[src/rtl/tmds_ddr_serializer.sv]
// +----------------------------------------------------------------------------+
// | Module : tmds_ddr_serializer                                               |
// | Brief  : Buffers 10-bit TMDS R/G/B words and emits them as 2-bit DDR       |
// |          slices, five per word period, with a regenerated clock channel.   |
// | Rev    : 1.0  initial release                                              |
// +----------------------------------------------------------------------------+
`default_nettype none

module tmds_ddr_serializer #(
    parameter logic [9:0] IDLE_WORD  = 10'b1101010100,
    parameter logic [9:0] CLOCK_WORD = 10'b0000011111
) (
    input  logic       clk_shift,
    input  logic       reset,
    input  logic       in_valid,
    output logic       in_ready,
    input  logic [9:0] in_red,
    input  logic [9:0] in_green,
    input  logic [9:0] in_blue,
    output logic [1:0] out_clock,
    output logic [1:0] out_red,
    output logic [1:0] out_green,
    output logic [1:0] out_blue,
    output logic [2:0] phase,
    output logic       underrun
);

    localparam logic [2:0] c_LOAD_PHASE = 3'd4;
    localparam logic [1:0] c_DEPTH      = 2'd2;

    logic [29:0] r_fifo [0:1];
    logic        r_wr_ptr;
    logic        r_rd_ptr;
    logic [1:0]  r_count;
    logic        r_ready;

    logic [2:0]  r_phase;
    logic [9:0]  r_sh_r;
    logic [9:0]  r_sh_g;
    logic [9:0]  r_sh_b;
    logic [9:0]  r_sh_c;
    logic        r_armed;
    logic        r_underrun;

    logic        w_push;
    logic        w_load;
    logic        w_pop;
    logic [29:0] w_head;
    logic [1:0]  w_count_next;

    assign w_push = in_valid & r_ready;
    assign w_load = (r_phase == c_LOAD_PHASE);
    // Pop decision uses the pre-edge count, so a word pushed on this edge cannot be loaded on it.
    assign w_pop  = w_load & (r_count != 2'd0);
    assign w_head = r_fifo[r_rd_ptr];

    always_comb begin
        w_count_next = r_count;
        case ({w_push, w_pop})
            2'b10:   w_count_next = r_count + 2'd1;
            2'b01:   w_count_next = r_count - 2'd1;
            default: w_count_next = r_count;
        endcase
    end

    always_ff @(posedge clk_shift) begin
        if (w_push) begin
            r_fifo[r_wr_ptr] <= {in_red, in_green, in_blue};
        end
    end

    always_ff @(posedge clk_shift) begin
        if (reset) begin
            r_wr_ptr <= 1'b0;
            r_rd_ptr <= 1'b0;
            r_count  <= 2'd0;
            r_ready  <= 1'b1;
        end else begin
            if (w_push) begin
                r_wr_ptr <= ~r_wr_ptr;
            end
            if (w_pop) begin
                r_rd_ptr <= ~r_rd_ptr;
            end
            r_count <= w_count_next;
            r_ready <= (w_count_next < c_DEPTH);
        end
    end

    always_ff @(posedge clk_shift) begin
        if (reset) begin
            r_phase    <= 3'd0;
            r_sh_r     <= IDLE_WORD;
            r_sh_g     <= IDLE_WORD;
            r_sh_b     <= IDLE_WORD;
            r_sh_c     <= CLOCK_WORD;
            r_armed    <= 1'b0;
            r_underrun <= 1'b0;
        end else begin
            if (w_load) begin
                r_phase <= 3'd0;
                r_sh_c  <= CLOCK_WORD;
                if (w_pop) begin
                    r_sh_r <= w_head[29:20];
                    r_sh_g <= w_head[19:10];
                    r_sh_b <= w_head[9:0];
                end else begin
                    r_sh_r <= IDLE_WORD;
                    r_sh_g <= IDLE_WORD;
                    r_sh_b <= IDLE_WORD;
                    if (r_armed) begin
                        r_underrun <= 1'b1;
                    end
                end
            end else begin
                r_phase <= r_phase + 3'd1;
                r_sh_r  <= {2'b00, r_sh_r[9:2]};
                r_sh_g  <= {2'b00, r_sh_g[9:2]};
                r_sh_b  <= {2'b00, r_sh_b[9:2]};
                r_sh_c  <= {2'b00, r_sh_c[9:2]};
            end
            if (w_push) begin
                r_armed <= 1'b1;
            end
        end
    end

    assign in_ready  = r_ready;
    assign out_red   = r_sh_r[1:0];
    assign out_green = r_sh_g[1:0];
    assign out_blue  = r_sh_b[1:0];
    assign out_clock = r_sh_c[1:0];
    assign phase     = r_phase;
    assign underrun  = r_underrun;

endmodule

`default_nettype wire

[config.mk]
export PLATFORM = sky130hd
export DESIGN_NAME = tmds_ddr_serializer
export DESIGN_NICKNAME = d
export VERILOG_FILES = /design/src/rtl/tmds_ddr_serializer.sv
export SDC_FILE = /design/constraint.sdc
export NUM_CORES = 1
export LEC_CHECK = 0
export CAP_MARGIN = 5
export CORE_MARGIN = 2
export CORE_UTILIZATION = 55
export DETAILED_ROUTE_END_ITERATION = 12
export DONT_BUFFER_PORTS = 1
export GPL_ROUTABILITY_DRIVEN = 0
export HOLD_SLACK_MARGIN = 0.06
export MAX_ROUTING_LAYER = met4
export PLACE_DENSITY = 0.82
export SLEW_MARGIN = 20
export SYNTH_ARGS = -nofsm -noshare
export SYNTH_HDL_FRONTEND = slang
export SYNTH_SLANG_ARGS = --single-unit
export TNS_END_PERCENT = 1
[constraint.sdc]
create_clock -name clk_shift -period 2.2 [get_ports clk_shift]
set_input_delay 0 -clock clk_shift [delete_from_list [all_inputs] [get_ports clk_shift]]
set_output_delay 0 -clock clk_shift [all_outputs]
set_load 0.005 [all_outputs]
== Word level (Yosys, flattened, before mapping) ==
Memory sizes are Yosys's and may differ from the RTL's. A register that Yosys moved wholly into a read port is not among the register bits.
Cells that the tools add are included.
Word-level totals
  register bits: 50
  RAM bits: 60
  input bits: 33
  word-level logic and storage cells: 39
  memories kept: 1
Memory list
  r_fifo: words 2, bits a word 30, read ports 1, clocked after memory_dff 1, write ports 1, line 31  | logic [29:0] r_fifo [0:1];
Operators by class
  add/subtract/negate cells: 3
  order comparisons: 1
  equality and inequality tests: 3
  mux-type cells: 11
  bitwise logic cells: 5
  reduce and logical (&&, ||, !) cells: 3
Operators with widths (count)
  10-bit two-way mux: 6
  1-bit two-way mux: 4
  2-bit one-hot mux with 2 select lines: 1
  3-bit by 1-bit adder with 3-bit output (second input constant): 1
  3-bit == test (second input constant): 1
  1-bit inverter: 3
  3-bit AND reduction: 1
  2-bit by 1-bit adder with 2-bit output (second input constant): 1
  1-bit bitwise AND: 2
  2-bit by 1-bit == test with 1-bit output (second input constant): 1
  2-bit == test (second input constant): 1
  2-bit less-than comparator (second input constant): 1
  2-bit nonzero test: 1
  2-bit OR reduction: 1
  2-bit by 1-bit subtractor with 2-bit output (second input constant): 1

== Longest topological paths before layout ==
  word-level depth: 5
  mapped depth: 8
  mapped depth without buffers: 8

== Worst setup path before layout ==
OpenSTA, ideal clock, no wires.
  kind: register to register
  start point: register r_ready (netlist: in_ready)
  end point: memory r_fifo[0][0] (enable)
  library setup time: 0.417 ns
  arrival time: 1.746 ns
  data required time: 1.783 ns
  slack: 0.037 ns
  stages on the path, launching flop included: 3
  path buffers: 0
  clock period less this slack: 2.163 ns
  path through: dfxtp_1 -> nand2_1 -> nor2_1
Between the ends
  word-level cells in the longest chain between the ends: 3
RTL lines
  start: declaration: line 35  | logic r_ready;
  start signal: assignment: line 86  | r_ready <= (w_count_next < c_DEPTH);
  1-bit bitwise AND: line 51  | assign w_push = in_valid & r_ready;
  1-bit two-way mux: line 67  | if (w_push) begin
  1-bit two-way mux (not written as such): line 68  | r_fifo[r_wr_ptr] <= {in_red, in_green, in_blue};
  end: declaration: line 31
Every way passes these cells.

==> results by group <==
Floorplan
  – Initial Util: 56.8%
  – I/O Pins: 46
  – Die X-Extent: 84.8 µm
  – Die footprint: 7190 µm²
  – Core area: 6310 µm²
  – Die height: 84.8 µm
  – # rows: 29

Yosys
  – Synth unique cells: 27
  – Synth warnings: 0
  – Net Count, Synth: 281
  – Cells after Synth: 245
  – Mean Syn Cell Area: 14.6 µm²
  – Synthesized flop and latch total: 104
  – Sequential element share of the synthesized area: 74.8%
  – Mapped cell area: 3590 µm²

Pwr
  – Clk pwr share: 30.7%
  – Final Power: 3740 µW
  – Leak: 0.00142 µW
  – Switching pwr: 825 µW
  – VDD IR max: 0.000634 V
  – P_int: 2910 µW
  – Pwr/cell area: 903 nW/µm²
  – Logic pwr share: 7.7%
  – Sequential fraction of design power: 61.5%
  – Net Sw Frac: 22.1%

Timing
  – Skew final: 0.0138 ns
  – Max Fclk: 533 MHz
  – Relative slew slack: 59.6%
  – Final-report hold violation count: 0
  – Worst Max-Slew Pin Slew: 0.603 ns
  – Min Tclk post-route: 1.88 ns
  – Setup violators final: 0
  – RSZ-0062 raised after global routing: false
  – Count of pins over their slew limit: 0
  – Final period util: 85.3%
  – Hold_ws: 0.263 ns
  – Total negative slack: 0 ns

Final layout
  – Most common cell after layout, fill and taps aside: edfxtp_1
  – Share of layout cells above drive strength 1: 9.25%
  – Non-filler cells, final: 358
  – FILL cells: 468
  – Highest-count cells in the layout ignoring fill and taps: edfxtp_1, dfxtp_1, dlygate4sd3_1
  – Total Nets Final: 312
  – Diode count: 0
  – Area Overhead vs Synth: 15.3%

CTS
  – Worst skew pair latency: 0.36 ns
  – Cts bufs inserted: 9
  – CTS Hold Bufs: 32
  – CTS tree: built
  – Sink Count: 104
  – Number of setup buffers added after CTS: 0
  – CTS Buffer Depth: 2
  – PostCTS Resize Cnt: 0
  – Clock-pin slew on the worst setup and hold paths: 0.09 ns
  – H-tree levels: 3
  – Clock root buffer: clkbuf_8

Worst setup path
  – Critical path class: register to register
  – Crit path launch: phase[0]
  – CP max stage delay: 0.40 ns
  – WP buf/inv: 1
  – Critical path data arrival time: 2.12 ns
  – Flop2flop setup slack: 0.32 ns
  – Reg2reg start: phase[0]
  – R2R cell count: 7
  – Worst-path cell chain: inv_1, ha_1, nand2_2, nor2_1, ha_1, nor2_1, mux2_2
  – Worst Setup End Kind: register
  – Critical path depth in cells: 7
  – Critical path startpoint category: register
  – Worst Path Max Fanout: 4
  – Crit path max-delay family: adder cells
  – Worst path required time: 2.45 ns
  – Worst path slowest cell: dfxtp_1

Global route
  – GRT Total Usage: 18.0%
  – Total gr overflow: 0
  – Largest net degree at the start of global routing: 31
  – Vias in the first global route: 1,944
  – Antenna violations before repair: 0
  – First-pass GRT wire length: 9270 µm

Routing
  – Starting DRT DRC Count: 115
  – WL final: 5690 µm
  – Vias/cell: 5.28
  – Residual DRC: 0
  – Post-DRT Antenna Nets: 0
  – Router iterations before antenna repair: 4
  – Vias: 1,890
  – WL/cell: 15.9 µm

Placement
  – DP Wirelength: 3170 µm
  – Placed Cells incl. Taps: 310
  – PortBufs: 0

Min path
  – Hold path start: in_valid
  – Type of the worst min-delay path: input port to register
  – Min-Delay Path Depth: 2

Flow run
  – Maximum Capacitance Violations: 0

Status
  – Status: completed
-- cells by family after synthesis --
group	share of synthesized area, %
muxes	8.96
xor gates and xnor gates	0.976
DFF	74.8
and+or+nand+nor	5.54
buffers and inverters	3.21
adders and majority gates	1.05
AOI/OAI and AO/OA	5.51
-- worst reg2reg max path, cell delays in order (launching register included) --
cell and delay (ns):
dfxtp_1 0.40, inv_1 0.06, ha_1 0.27, nand2_2 0.13, nor2_1 0.06, ha_1 0.31, nor2_1 0.19, mux2_2 0.35
-- worst paths after layout --
path / end
max: register
min reg2reg: r_sh_c[2]
min: r_fifo[1][11]
max reg2reg: register
-- Yosys cell counts (all sizes together) --
master  number  area share (%)
mux2i       31             8.6
mux2         1            0.31
clkbuf       2            0.24
nand3        1            0.28
and3         1            0.17
nand2b       2            0.35
a21oi       19             2.8
xor2         2            0.49
buf         15             2.6
or3          1            0.17
edfxtp      60              50
a41oi        1            0.24
dfxtp       44              25
nor3         1            0.28
nor2b        1            0.17
o21ai       16             2.2
o21ba        1            0.28
ha           3             1.0
nand2       17             1.8
xnor2        2            0.49
and2         1            0.17
inv          3            0.31
nor2        20             2.1
-- metal layers --
layer / track usage [%] / part of all wire, % / vias to the layer above
li1: - / - / 923
met1: 19.6 / 41 / 908
met2: 30.8 / 52 / 49
met3: 5.51 / 5.0 / 10
met4: 6.78 / 1.5 / 0
met5: - / 0 / -
-- power by group through the flow --
stage | clock, µW | sequential [µW] | combinational (µW)
after global placement | 0 | 2340 | 229
after floorplan | 0 | 2330 | 193
after global routing | 1260 | 2320 | 326
after CTS | 1150 | 2300 | 291
final | 1150 | 2300 | 289
after detailed placement | 0 | 2340 | 235
-- final cells by class --
type	count	area, µm²	share of cell area (%)
multi-input combinational	121	798	19.3
sequential	104	2680	64.8
clock inverter	4	46.3	1.12
tap	77	96.3	2.33
clock buffer	12	145	3.51
inverter	3	11.3	0.272
timing repair buffer	37	358	8.65
-- state kept, by name, summed over array words and instances (netlist names), named ones only --
name and cells:
in_ready 1, phase 3, r_armed 1, r_count 1, r_fifo 60, r_rd_ptr 1
r_sh_b 10, r_sh_c 3, r_sh_g 10, r_sh_r 10, r_wr_ptr 1, underrun 1
-- metrics by stage --
stage / setup slack [ns] / utilization (%) / cell area [µm²]
6_report: 0.324 / 65.6 / 4140
2_1_floorplan: 0.0373 / - / 3590
5_1_grt: 0.200 / 65.6 / 4140
3_5_place_dp: 0.337 / 57.5 / 3630
4_1_cts: 0.325 / 65.6 / 4140
3_3_place_gp: 0.404 / 57.5 / 3630
(Power assumes the default switching activity.)
